===== src/rtl/duck_pkg.sv =====
// Shared types and default sizing for the duck hunt game-flow logic.
package duck_pkg;

  // Encodings are decoded directly by the duck sprite block; do not reorder.
  typedef enum logic [2:0] {
    StIdle     = 3'b000,
    StNewDuck  = 3'b001,
    StFlying   = 3'b010,
    StFlew     = 3'b011,
    StShot     = 3'b100,
    StRoundEnd = 3'b101,
    StGameOver = 3'b110
  } game_state_t;

  localparam int unsigned DefDuckSize     = 64;
  localparam int unsigned DefShotsPerDuck = 3;
  localparam int unsigned DefDucksPerRound = 10;
  localparam int unsigned DefPassHits     = 6;

endpackage


===== src/rtl/duck_game_ctrl_if.sv =====
// Signal bundle between the game-flow controller and its environment
// (sprite block, crosshair, trigger, frame clock).
interface duck_game_ctrl_if;
  import duck_pkg::*;

  logic        frame_clk;
  logic        start;
  logic        trigger;
  logic [9:0]  aim_x;
  logic [9:0]  aim_y;
  logic [9:0]  duck_x;
  logic [9:0]  duck_y;
  logic        flew_away;
  logic        duck_ded_done;

  game_state_t state;
  logic        new_round;
  logic [1:0]  shots_left;
  logic [3:0]  hits;
  logic [3:0]  duck_num;
  logic [7:0]  round_num;
  logic [15:0] score;

  // Environment side: drives game inputs, observes controller status.
  modport master (
    output frame_clk, start, trigger, aim_x, aim_y, duck_x, duck_y, flew_away, duck_ded_done,
    input  state, new_round, shots_left, hits, duck_num, round_num, score
  );

  // Controller side.
  modport slave (
    input  frame_clk, start, trigger, aim_x, aim_y, duck_x, duck_y, flew_away, duck_ded_done,
    output state, new_round, shots_left, hits, duck_num, round_num, score
  );

endinterface


===== src/rtl/duck_hit_test.sv =====
// Combinational hit test: aim inside the square duck box, low bound inclusive,
// high bound exclusive. Upper bounds are formed at 11 bits so a duck near the
// right/bottom edge does not wrap.
module duck_hit_test
  import duck_pkg::*;
#(
  parameter int unsigned DuckSize = DefDuckSize
) (
  input  logic [9:0] aim_x_i,
  input  logic [9:0] aim_y_i,
  input  logic [9:0] duck_x_i,
  input  logic [9:0] duck_y_i,
  output logic       hit_o
);

  logic [10:0] x_hi;
  logic [10:0] y_hi;

  assign x_hi = {1'b0, duck_x_i} + 11'(DuckSize);
  assign y_hi = {1'b0, duck_y_i} + 11'(DuckSize);

  assign hit_o = (aim_x_i >= duck_x_i) && ({1'b0, aim_x_i} < x_hi) &&
                 (aim_y_i >= duck_y_i) && ({1'b0, aim_y_i} < y_hi);

endmodule


===== src/rtl/duck_game_ctrl.sv =====
// Game-flow controller: sequences ducks and rounds, counts shots, hits and
// score, and tells the sprite block which phase the game is in.
module duck_game_ctrl
  import duck_pkg::*;
#(
  parameter int unsigned SHOTS_PER_DUCK  = DefShotsPerDuck,
  parameter int unsigned DUCKS_PER_ROUND = DefDucksPerRound,
  parameter int unsigned PASS_HITS       = DefPassHits,
  parameter int unsigned HIT_POINTS      = 500,
  parameter int unsigned AWAY_FRAMES     = 60,
  parameter int unsigned DUCK_SIZE       = DefDuckSize
) (
  input logic             Clk,
  input logic             Reset_n,
  duck_game_ctrl_if.slave game_io
);

  localparam int unsigned AwayW = (AWAY_FRAMES > 1) ? $clog2(AWAY_FRAMES) : 1;

  logic [2:0]       frame_sync_q;
  logic [2:0]       trig_sync_q;
  logic             frame_edge;
  logic             trig_edge;
  logic             hit;
  logic             more_ducks;
  logic [16:0]      score_sum;
  logic [15:0]      score_inc;

  game_state_t      state_q;
  logic             new_round_q;
  logic [1:0]       shots_left_q;
  logic [3:0]       hits_q;
  logic [3:0]       duck_num_q;
  logic [7:0]       round_num_q;
  logic [15:0]      score_q;
  logic [AwayW-1:0] away_cnt_q;

  // Two-flop synchronizers plus a third flop for rising-edge detection.
  always_ff @(posedge Clk) begin
    if (!Reset_n) begin
      frame_sync_q <= '0;
      trig_sync_q  <= '0;
    end else begin
      frame_sync_q <= {frame_sync_q[1:0], game_io.frame_clk};
      trig_sync_q  <= {trig_sync_q[1:0], game_io.trigger};
    end
  end

  assign frame_edge = frame_sync_q[1] & ~frame_sync_q[2];
  assign trig_edge  = trig_sync_q[1] & ~trig_sync_q[2];

  duck_hit_test #(
    .DuckSize (DUCK_SIZE)
  ) u_hit_test (
    .aim_x_i  (game_io.aim_x),
    .aim_y_i  (game_io.aim_y),
    .duck_x_i (game_io.duck_x),
    .duck_y_i (game_io.duck_y),
    .hit_o    (hit)
  );

  assign more_ducks = duck_num_q < 4'(DUCKS_PER_ROUND);
  assign score_sum  = {1'b0, score_q} + 17'(HIT_POINTS);
  assign score_inc  = score_sum[16] ? 16'hFFFF : score_sum[15:0];

  // Game FSM and counters; every output is a register updated here.
  always_ff @(posedge Clk) begin
    if (!Reset_n) begin
      state_q      <= StIdle;
      new_round_q  <= 1'b0;
      shots_left_q <= '0;
      hits_q       <= '0;
      duck_num_q   <= '0;
      round_num_q  <= '0;
      score_q      <= '0;
      away_cnt_q   <= '0;
    end else begin
      new_round_q <= 1'b0;
      case (state_q)
        StIdle, StGameOver: begin
          if (game_io.start) begin
            state_q      <= StNewDuck;
            new_round_q  <= 1'b1;
            round_num_q  <= 8'd1;
            score_q      <= '0;
            hits_q       <= '0;
            // Duck count and shots are loaded on entry to NEW_DUCK.
            duck_num_q   <= 4'd1;
            shots_left_q <= 2'(SHOTS_PER_DUCK);
          end
        end
        StNewDuck: begin
          if (frame_edge) state_q <= StFlying;
        end
        StFlying: begin
          if (game_io.flew_away) begin
            state_q    <= StFlew;
            away_cnt_q <= '0;
          end else if (trig_edge && (shots_left_q != '0)) begin
            shots_left_q <= shots_left_q - 2'd1;
            if (hit) begin
              hits_q  <= hits_q + 4'd1;
              score_q <= score_inc;
              state_q <= StShot;
            end
          end
        end
        StShot: begin
          if (game_io.duck_ded_done) begin
            if (more_ducks) begin
              state_q      <= StNewDuck;
              duck_num_q   <= duck_num_q + 4'd1;
              shots_left_q <= 2'(SHOTS_PER_DUCK);
            end else begin
              state_q <= StRoundEnd;
            end
          end
        end
        StFlew: begin
          if (frame_edge) begin
            if (away_cnt_q == AwayW'(AWAY_FRAMES - 1)) begin
              if (more_ducks) begin
                state_q      <= StNewDuck;
                duck_num_q   <= duck_num_q + 4'd1;
                shots_left_q <= 2'(SHOTS_PER_DUCK);
              end else begin
                state_q <= StRoundEnd;
              end
            end else begin
              away_cnt_q <= away_cnt_q + 1'b1;
            end
          end
        end
        StRoundEnd: begin
          if (hits_q >= 4'(PASS_HITS)) begin
            state_q      <= StNewDuck;
            new_round_q  <= 1'b1;
            round_num_q  <= (round_num_q == 8'hFF) ? round_num_q : round_num_q + 8'd1;
            hits_q       <= '0;
            duck_num_q   <= 4'd1;
            shots_left_q <= 2'(SHOTS_PER_DUCK);
          end else begin
            state_q <= StGameOver;
          end
        end
        default: state_q <= StIdle;
      endcase
    end
  end

  assign game_io.state      = state_q;
  assign game_io.new_round  = new_round_q;
  assign game_io.shots_left = shots_left_q;
  assign game_io.hits       = hits_q;
  assign game_io.duck_num   = duck_num_q;
  assign game_io.round_num  = round_num_q;
  assign game_io.score      = score_q;

endmodule


===== src/flat_wrapper.sv =====
// flat-port wrapper written by rule: the top's interface ports become plain ports
module duck_game_ctrl_flat import duck_pkg::*;
#(
  parameter int unsigned SHOTS_PER_DUCK  = DefShotsPerDuck,
  parameter int unsigned DUCKS_PER_ROUND = DefDucksPerRound,
  parameter int unsigned PASS_HITS       = DefPassHits,
  parameter int unsigned HIT_POINTS      = 500,
  parameter int unsigned AWAY_FRAMES     = 60,
  parameter int unsigned DUCK_SIZE       = DefDuckSize
)
  (Clk, Reset_n, game_io_frame_clk, game_io_start, game_io_trigger, game_io_aim_x, game_io_aim_y, game_io_duck_x, game_io_duck_y, game_io_flew_away, game_io_duck_ded_done, game_io_state, game_io_new_round, game_io_shots_left, game_io_hits, game_io_duck_num, game_io_round_num, game_io_score);
  duck_game_ctrl_if game_io_i ();
  input logic Clk;
  input logic Reset_n;
  input wire logic [$bits(game_io_i.frame_clk)-1:0] game_io_frame_clk;
  input wire logic [$bits(game_io_i.start)-1:0] game_io_start;
  input wire logic [$bits(game_io_i.trigger)-1:0] game_io_trigger;
  input wire logic [$bits(game_io_i.aim_x)-1:0] game_io_aim_x;
  input wire logic [$bits(game_io_i.aim_y)-1:0] game_io_aim_y;
  input wire logic [$bits(game_io_i.duck_x)-1:0] game_io_duck_x;
  input wire logic [$bits(game_io_i.duck_y)-1:0] game_io_duck_y;
  input wire logic [$bits(game_io_i.flew_away)-1:0] game_io_flew_away;
  input wire logic [$bits(game_io_i.duck_ded_done)-1:0] game_io_duck_ded_done;
  output wire logic [$bits(game_io_i.state)-1:0] game_io_state;
  output wire logic [$bits(game_io_i.new_round)-1:0] game_io_new_round;
  output wire logic [$bits(game_io_i.shots_left)-1:0] game_io_shots_left;
  output wire logic [$bits(game_io_i.hits)-1:0] game_io_hits;
  output wire logic [$bits(game_io_i.duck_num)-1:0] game_io_duck_num;
  output wire logic [$bits(game_io_i.round_num)-1:0] game_io_round_num;
  output wire logic [$bits(game_io_i.score)-1:0] game_io_score;
  assign game_io_i.frame_clk = game_io_frame_clk;
  assign game_io_i.start = game_io_start;
  assign game_io_i.trigger = game_io_trigger;
  assign game_io_i.aim_x = game_io_aim_x;
  assign game_io_i.aim_y = game_io_aim_y;
  assign game_io_i.duck_x = game_io_duck_x;
  assign game_io_i.duck_y = game_io_duck_y;
  assign game_io_i.flew_away = game_io_flew_away;
  assign game_io_i.duck_ded_done = game_io_duck_ded_done;
  assign game_io_state = game_io_i.state;
  assign game_io_new_round = game_io_i.new_round;
  assign game_io_shots_left = game_io_i.shots_left;
  assign game_io_hits = game_io_i.hits;
  assign game_io_duck_num = game_io_i.duck_num;
  assign game_io_round_num = game_io_i.round_num;
  assign game_io_score = game_io_i.score;
  duck_game_ctrl #(.SHOTS_PER_DUCK(SHOTS_PER_DUCK), .DUCKS_PER_ROUND(DUCKS_PER_ROUND), .PASS_HITS(PASS_HITS), .HIT_POINTS(HIT_POINTS), .AWAY_FRAMES(AWAY_FRAMES), .DUCK_SIZE(DUCK_SIZE)) u_core (.Clk(Clk), .Reset_n(Reset_n), .game_io(game_io_i));
endmodule

===== config.mk =====
export PLATFORM = sky130hd
export DESIGN_NAME = duck_game_ctrl_flat
export DESIGN_NICKNAME = d
export VERILOG_FILES = /design/src/rtl/duck_pkg.sv /design/src/rtl/duck_game_ctrl_if.sv /design/src/rtl/duck_hit_test.sv /design/src/rtl/duck_game_ctrl.sv /design/src/flat_wrapper.sv
export SDC_FILE = /design/constraint.sdc
export NUM_CORES = 1
export LEC_CHECK = 0
export ABC_AREA = 1
export BUFFER_PORTS_ARGS = -buffer_cell sky130_fd_sc_hd__buf_2
export CAP_MARGIN = 20
export CORE_MARGIN = 2
export CORE_UTILIZATION = 40
export CTS_CLUSTER_SIZE = 12
export DETAILED_ROUTE_END_ITERATION = 10
export PLACE_DENSITY = 0.61
export SETUP_SLACK_MARGIN = 0.4
export SLEW_MARGIN = 20
export SYNTH_ARGS = -nofsm -noshare
export SYNTH_HDL_FRONTEND = slang
export SYNTH_SLANG_ARGS = --single-unit

===== constraint.sdc =====
create_clock -name Clk -period 3.7 [get_ports Clk]
set_clock_uncertainty 0.05 [all_clocks]
set_input_delay 0.74 -clock Clk [delete_from_list [all_inputs] [get_ports Clk]]
set_output_delay 0.74 -clock Clk [all_outputs]
set_load 0.05 [all_outputs]

# [After elaboration in Yosys (flattened, before gate mapping)]
# Cells that the tools add are included.
# W data, S select, Z words.
[op_classes] n_addsub=8 eq_ne=22 mux=50 magnitude_cmp=6 bitwise_logic=4 n_reduce_logical=20
[op_table] cell="$mux W16" count=5
[op_table] cell="$mux W4" count=11
[op_table] cell="$pmux W16 S2" count=1
[op_table] cell="$mux W3" count=10
[op_table] cell="$mux W8" count=3
[op_table] cell="$add A10 B7 Y11 const B" count=2
[op_table] cell="$lt A10 B11 Y1" count=2
[op_table] cell="$ge A10 B10 Y1" count=2
[op_table] cell="$mux W6" count=3
[op_table] cell="$pmux W3 S6" count=1
[op_table] cell="$add A16 B9 Y17 const B" count=1
[op_table] cell="$mux W2" count=8
[op_table] cell="$pmux W4 S4" count=1
[op_table] cell="$pmux W8 S2" count=1
[op_table] cell="$ne A2 B1 Y1 const B" count=6
[op_table] cell="$ne A2 B2 Y1 const B" count=6
[op_table] cell="$pmux W4 S3" count=1
[op_table] cell="$pmux W6 S2" count=1
[op_table] cell="$reduce_and A6 Y1" count=2
[op_table] cell="$pmux W2 S5" count=1
[op_table] cell="$eq A3 B3 Y1 const B" count=3
[op_table] cell="$add A4 B1 Y4 const B" count=2
[op_table] cell="$add A8 B1 Y8 const B" count=1
[op_table] cell="$eq A8 B8 Y1 const B" count=1
[op_table] cell="23 further kinds" count=35
[word_totals] out_inout_bits=38 elab_cells=120 inputBits=47 regBits=50

# [Longest topological paths before layout]
[depth] ltp_word=9 depth_mapped=17 ltp_nobuf=15

# [Modules after synthesis]
# A second synthesis with hierarchy kept.
[hier_totals] hier_cells=594 area_unflattened_um2=3808.7
[modules_own_cells] mod="duck_game_ctrl" cells_each=438 area_per_inst_um2=2856.5 seq_area_each_um2=980.9 n_inst=1
[modules_own_cells] mod="duck_hit_test" cells_each=156 area_per_inst_um2=952.2 seq_area_each_um2=0.0 n_inst=1

# [Worst setup path after synthesis]
# OpenSTA, ideal clock, no wires.
[synth_path] kind="input port to flip-flop" from="in game_io_duck_x[6]" to="reg u_core.score_q[9] (netlist: u_core.game_io.score[9])" setup_time_ns=0.117 t_arrival_ns=2.403 slack_ns=1.130 path_stages=13 required_ns=3.533 path_buffers=2 cell_sequence="ha_1 xnor2_1 ha_1 a21oi_1 or2_2 nand4_1 nor2_1 nand2_1 nand2_1 buf_2 buf_2 a21oi_1 nor2_1"
[synth_via] elab_chain_len=7 word_cells_on_any_way=8 cone_classes="1 x add/sub; 2 x order compare; 1 x eq/ne; 4 x reduce/logical"
[synth_lines] element="from (decl)" line_no="flat_wrapper.sv:20" rtl="input wire logic [$bits(game_io_i.duck_x)-1:0] game_io_duck_x;"
[synth_lines] element="$add A10 B7 Y11" line_no="duck_hit_test.sv:19" rtl="assign x_hi = {1'b0, duck_x_i} + 11'(DuckSize);"
[synth_lines] element="$lt A10 B11 Y1" line_no="duck_hit_test.sv:22" rtl="assign hit_o = (aim_x_i >= duck_x_i) && ({1'b0, aim_x_i} < x_hi) &&"
[synth_lines] element="$logic_and A1 B1 Y1 * (2 in series)" line_no="duck_hit_test.sv:22"
[synth_lines] element="$logic_and A1 B1 Y1 *" line_no="duck_hit_test.sv:23" rtl="(aim_y_i >= duck_y_i) && ({1'b0, aim_y_i} < y_hi);"
[synth_lines] element="$ne A2 B1 Y1 (no line) *"
[synth_lines] element="$reduce_and A5 Y1 (no line) *"
[synth_lines] element="to (signal assigned)" line_no="duck_game_ctrl.sv:103" rtl="score_q <= score_inc;"
[synth_lines] element="to (decl)" line_no="duck_game_ctrl.sv:35" rtl="logic [15:0] score_q;"
# Every way passes the cells marked *; elsewhere a longest branch is shown, timed or not.
# A chain may end at the register's enable or synchronous reset.

# [Final worst setup path]
[layout_path] from="in game_io_duck_y[6]" to="reg u_core.hits_q[1] (netlist: u_core.game_io.hits[1])"
[layout_via] elab_chain_len=5 word_cells_on_any_way=7 cone_classes="1 x add/sub; 2 x order compare; 1 x eq/ne; 3 x reduce/logical"
[layout_lines] element="from (decl)" line_no="flat_wrapper.sv:21" rtl="input wire logic [$bits(game_io_i.duck_y)-1:0] game_io_duck_y;"
[layout_lines] element="$add A10 B7 Y11 / $ge A10 B10 Y1 (equally long branches)" line_no="duck_hit_test.sv:20, duck_hit_test.sv:23"
[layout_lines] element="$lt A10 B11 Y1 / $logic_and A1 B1 Y1 (equally long branches)" line_no="duck_hit_test.sv:23, duck_hit_test.sv:22"
[layout_lines] element="$logic_and A1 B1 Y1 *" line_no="duck_hit_test.sv:23"
[layout_lines] element="$ne A2 B1 Y1 (no line) *"
[layout_lines] element="$reduce_and A6 Y1 (no line) *"
[layout_lines] element="to (signal assigned)" line_no="duck_game_ctrl.sv:102" rtl="hits_q <= hits_q + 4'd1;"
[layout_lines] element="to (decl)" line_no="duck_game_ctrl.sv:32" rtl="logic [3:0] hits_q;"
# Marked as above.

==> summary.txt <==
Status
  – Outcome: finished, final reports clean

CTS
  – CTS Sinks: 49
  – H-tree depth: 2
  – Post-CTS setup buffers: 0
  – Root Buffer: clkbuf_8
  – CTS tree: yes
  – Clock slew at the register clock pins of the worst setup and hold paths: 110 ps
  – Post-CTS Resized: 0
  – Bufs on Longest Clock Path: 2
  – Clk_lat worst skew: 310 ps
  – CTS Buf Count: 5
  – Hold-fix buffers, CTS: 0

Setup path
  – CP max stage cell: buf_4
  – CP endpoint kind: register
  – Critical path peak fanout: 38
  – Crit path top cell by count: nand2_1
  – Crit path from: game_io_duck_y[6]
  – CP peak stage delay: 340 ps
  – Worst path bufs/invs: 2
  – CP required: 3850 ps
  – Worst EP arrival: 2690 ps
  – Critical path startpoint category: primary input
  – Crit path max-delay family: simple AND/OR/NAND/NOR gates
  – Crit Path Class: in -> reg
  – Cell Chain, Critical Path: buf_2 > ha_1 > xnor2_1 > ha_1 > a21o_1 > nand3_1 > nand4_1 > nor2_1 > nand2_1 > nand2_1 > buf_4 > nand3_1 > nand2_1 > nor2_1
  – Worst reg2reg path startpoint: u_core.game_io.state[1]

STA
  – Max Freq: 0.393 GHz
  – Final min period: 2540 ps
  – Hold Vio Cnt, Final: 0
  – Normalized max-slew margin: 63.9%
  – Final Max Slew Viols: 0
  – Final period util: 68.8%
  – Final setup viols: 0
  – RSZ-0062 raised after global routing: false
  – Slew @ Worst Pin: 541 ps
  – Setup TNS: 0 ps

Worst hold path
  – HP Class: reg -> reg
  – Hold_sp: u_core.frame_sync_q[1]

Global route
  – Remaining Overflow, GRT: 0
  – Met2 Track Usage GR: 28.7%
  – GR peak layer: met2
  – Initial antenna violation count: 0
  – All-Layer GR Usage: 17.0%
  – Vias in the first global route: 3,231
  – Pin count of the biggest net entering global routing: 39
  – GR Util met3: 2.67%
  – GR Layer Usage met1: 22.9%
  – First-pass GRT wire length: 14,300 um

Power
  – Peak VDD IR: 0.596 mV
  – LEAKAGE: 2.22 nW
  – Power Dens Cells: 719 nW/um2

Synth
  – Yosys top cell area share: 27.1%
  – Area leader, netlist: dfxtp_1
  – Gate Count Post-Synth: 547
  – Synthesized Nets: 631
  – Synth Register Bits: 49
  – Post-synthesis area per instance: 6.63 um2
  – Synth cell types: 45
  – Synth area leaders: dfxtp_1 (27%), ha_1 (13%), nand2_1 (13%), inv_1 (7.7%), nand3_1 (7.3%)
  – Cell area after synthesis: 3630 um2
  – Sequential fraction of the synthesis area: 27.1%
  – Yosys warnings: 0
  – Top FF cell, synth: dfxtp_1
  – Post-synth ARST share: 0%
  – Post-synth EDFFs: 0

Detailed routing
  – DRC viols: 0
  – Violation count after the first detailed-route iteration: 112
  – WL per Instance: 11.5 um
  – Drt total wl: 8440 um
  – Routed vias/inst: 4.89
  – Antenna viol nets, final: 0
  – Vias: 3,599
  – Number of detailed-route iterations in the first pass: 4

Final layout
  – Number of diodes: 0
  – Post-route cell area: 4220 um2
  – Final-stage net count: 711
  – Area delta synth->final: 16.4%
  – Share of post-route cells with drive strength above 1: 18.8%
  – Non-Filler Instances: 736
  – Core Util, Final: 48.1%
  – Fill cells: 947

Floorplan
  – DIE AREA: 9840 um2
  – Initial Util: 41.4%
  – Area of the core: 8760 um2
  – Std cell rows: 34
  – Die Span X: 99.2 um
  – Die Ht: 99.2 um
  – Boundary Pins: 85

Placement
  – Post-DP HPWL: 6430 um
  – Placed Area: 4130 um2
  – Cell Count Post-Placement: 728
  – Port bufs: 84
  – GPL Wtd Cong: 0.838

Job
  – Max Cap Viol: 0
==> worst register-to-register path, stage by stage, from the launching register on <==
cell,delay [ps]
dfxtp_1,510
inv_2,120
nor3_4,120
buf_4,300
inv_2,150
nand2_1,100
nand2_1,50
nor2_1,120
buf_4,310
a21boi_0,230
nand2_1,70
nand2_1,70
a21oi_1,50
==> worst paths after layout <==
path	to	slack (ps)	cells after the start
worst max-delay path	u_core.game_io.hits[1]	1160	14
worst min-delay path	u_core.frame_sync_q[2]	370	2
worst max register to register	u_core.game_io.score[0]	1340	12
worst min register to register	u_core.frame_sync_q[2]	370	2
==> cell families (layout without fill, tap and decap cells) <==
| family | after synthesis | count (layout) | share of synthesized area, % |
|---|---|---|---|
| adders and majority gates | 37 | 37 | 12.8 |
| AOI/OAI and AO/OA | 95 | 95 | 15.0 |
| xor gates and xnor gates | 14 | 14 | 3.38 |
| DFF | 49 | 49 | 27.1 |
| buffers and inverters | 92 | 173 | 10.1 |
| and+or+nand+nor | 260 | 260 | 31.7 |
==> per-stage QoR <==
step | hold WS [ps] | setup slack, ps | total power, mW
after floorplan | 340 | 1130 | 2.35
after global placement | 352 | 918 | 2.68
after detailed placement | 361 | 854 | 2.72
after CTS | 368 | 1170 | 3.06
after global routing | 403 | 945 | 3.31
final | 373 | 1160 | 3.03
==> cells in the mapped netlist (all sizes together), types with 2 or more instances <==
master and instances:
ha 37, o21ai 26, o31ai 2, a21o 3, a21boi 2, nand3 55
nor3b 2, clkbuf 3, nand2 124, a21oi 48, xnor2 7, or2 5
buf 11, nand4 7, nor3 7, o21a 2, dfxtp 49, inv 77
nor2 58, o211ai 3, a31oi 5, xor2 7
==> cell usage in the layout (no fill, tap or decap), types with 21 or more instances in the layout <==
cell,n
inv_1,74
ha_1,37
o21ai_0,21
a21oi_1,47
buf_2,84
nand3_1,53
nor2_1,54
nand2_1,122
dfxtp_1,49
==> final cells by class <==
cell class | count | area (um2) | share of cell area (%)
clock buffers | 5 | 68.8 | 1.63
clock inverters | 3 | 21.3 | 0.504
inverters | 78 | 293 | 6.94
multi-input cells | 406 | 2280 | 54.0
flip-flops and latches | 49 | 981 | 23.3
well taps | 108 | 135 | 3.20
repair buffers | 87 | 443 | 10.5
==> power by group <==
part | internal [mW] | total [mW] | switching, mW
Combinational | 0.582 | 1.85 | 1.27
Clock | 0.135 | 0.325 | 0.190
Sequential | 0.677 | 0.861 | 0.184
Total | 1.39 | 3.03 | 1.64
==> metal layers <==
metal  vias up  share of wire (%)  wire [um]
li1       1941                  -          -
met1      1588                 49       4140
met2        65                 46       3860
met3         5                4.6        392
met4         0               0.68         57
met5         -                  0          0
==> sequential cells by signal, indices dropped and copies added, names as in the netlist, 2 cells and up <==
register	count
u_core.game_io.score	15
u_core.game_io.round_num	8
u_core.away_cnt_q	6
u_core.game_io.duck_num	4
u_core.game_io.hits	4
u_core.frame_sync_q	3
u_core.game_io.state	3
u_core.trig_sync_q	3
u_core.game_io.shots_left	2
Note: power is estimated with default switching activity, not from simulation.
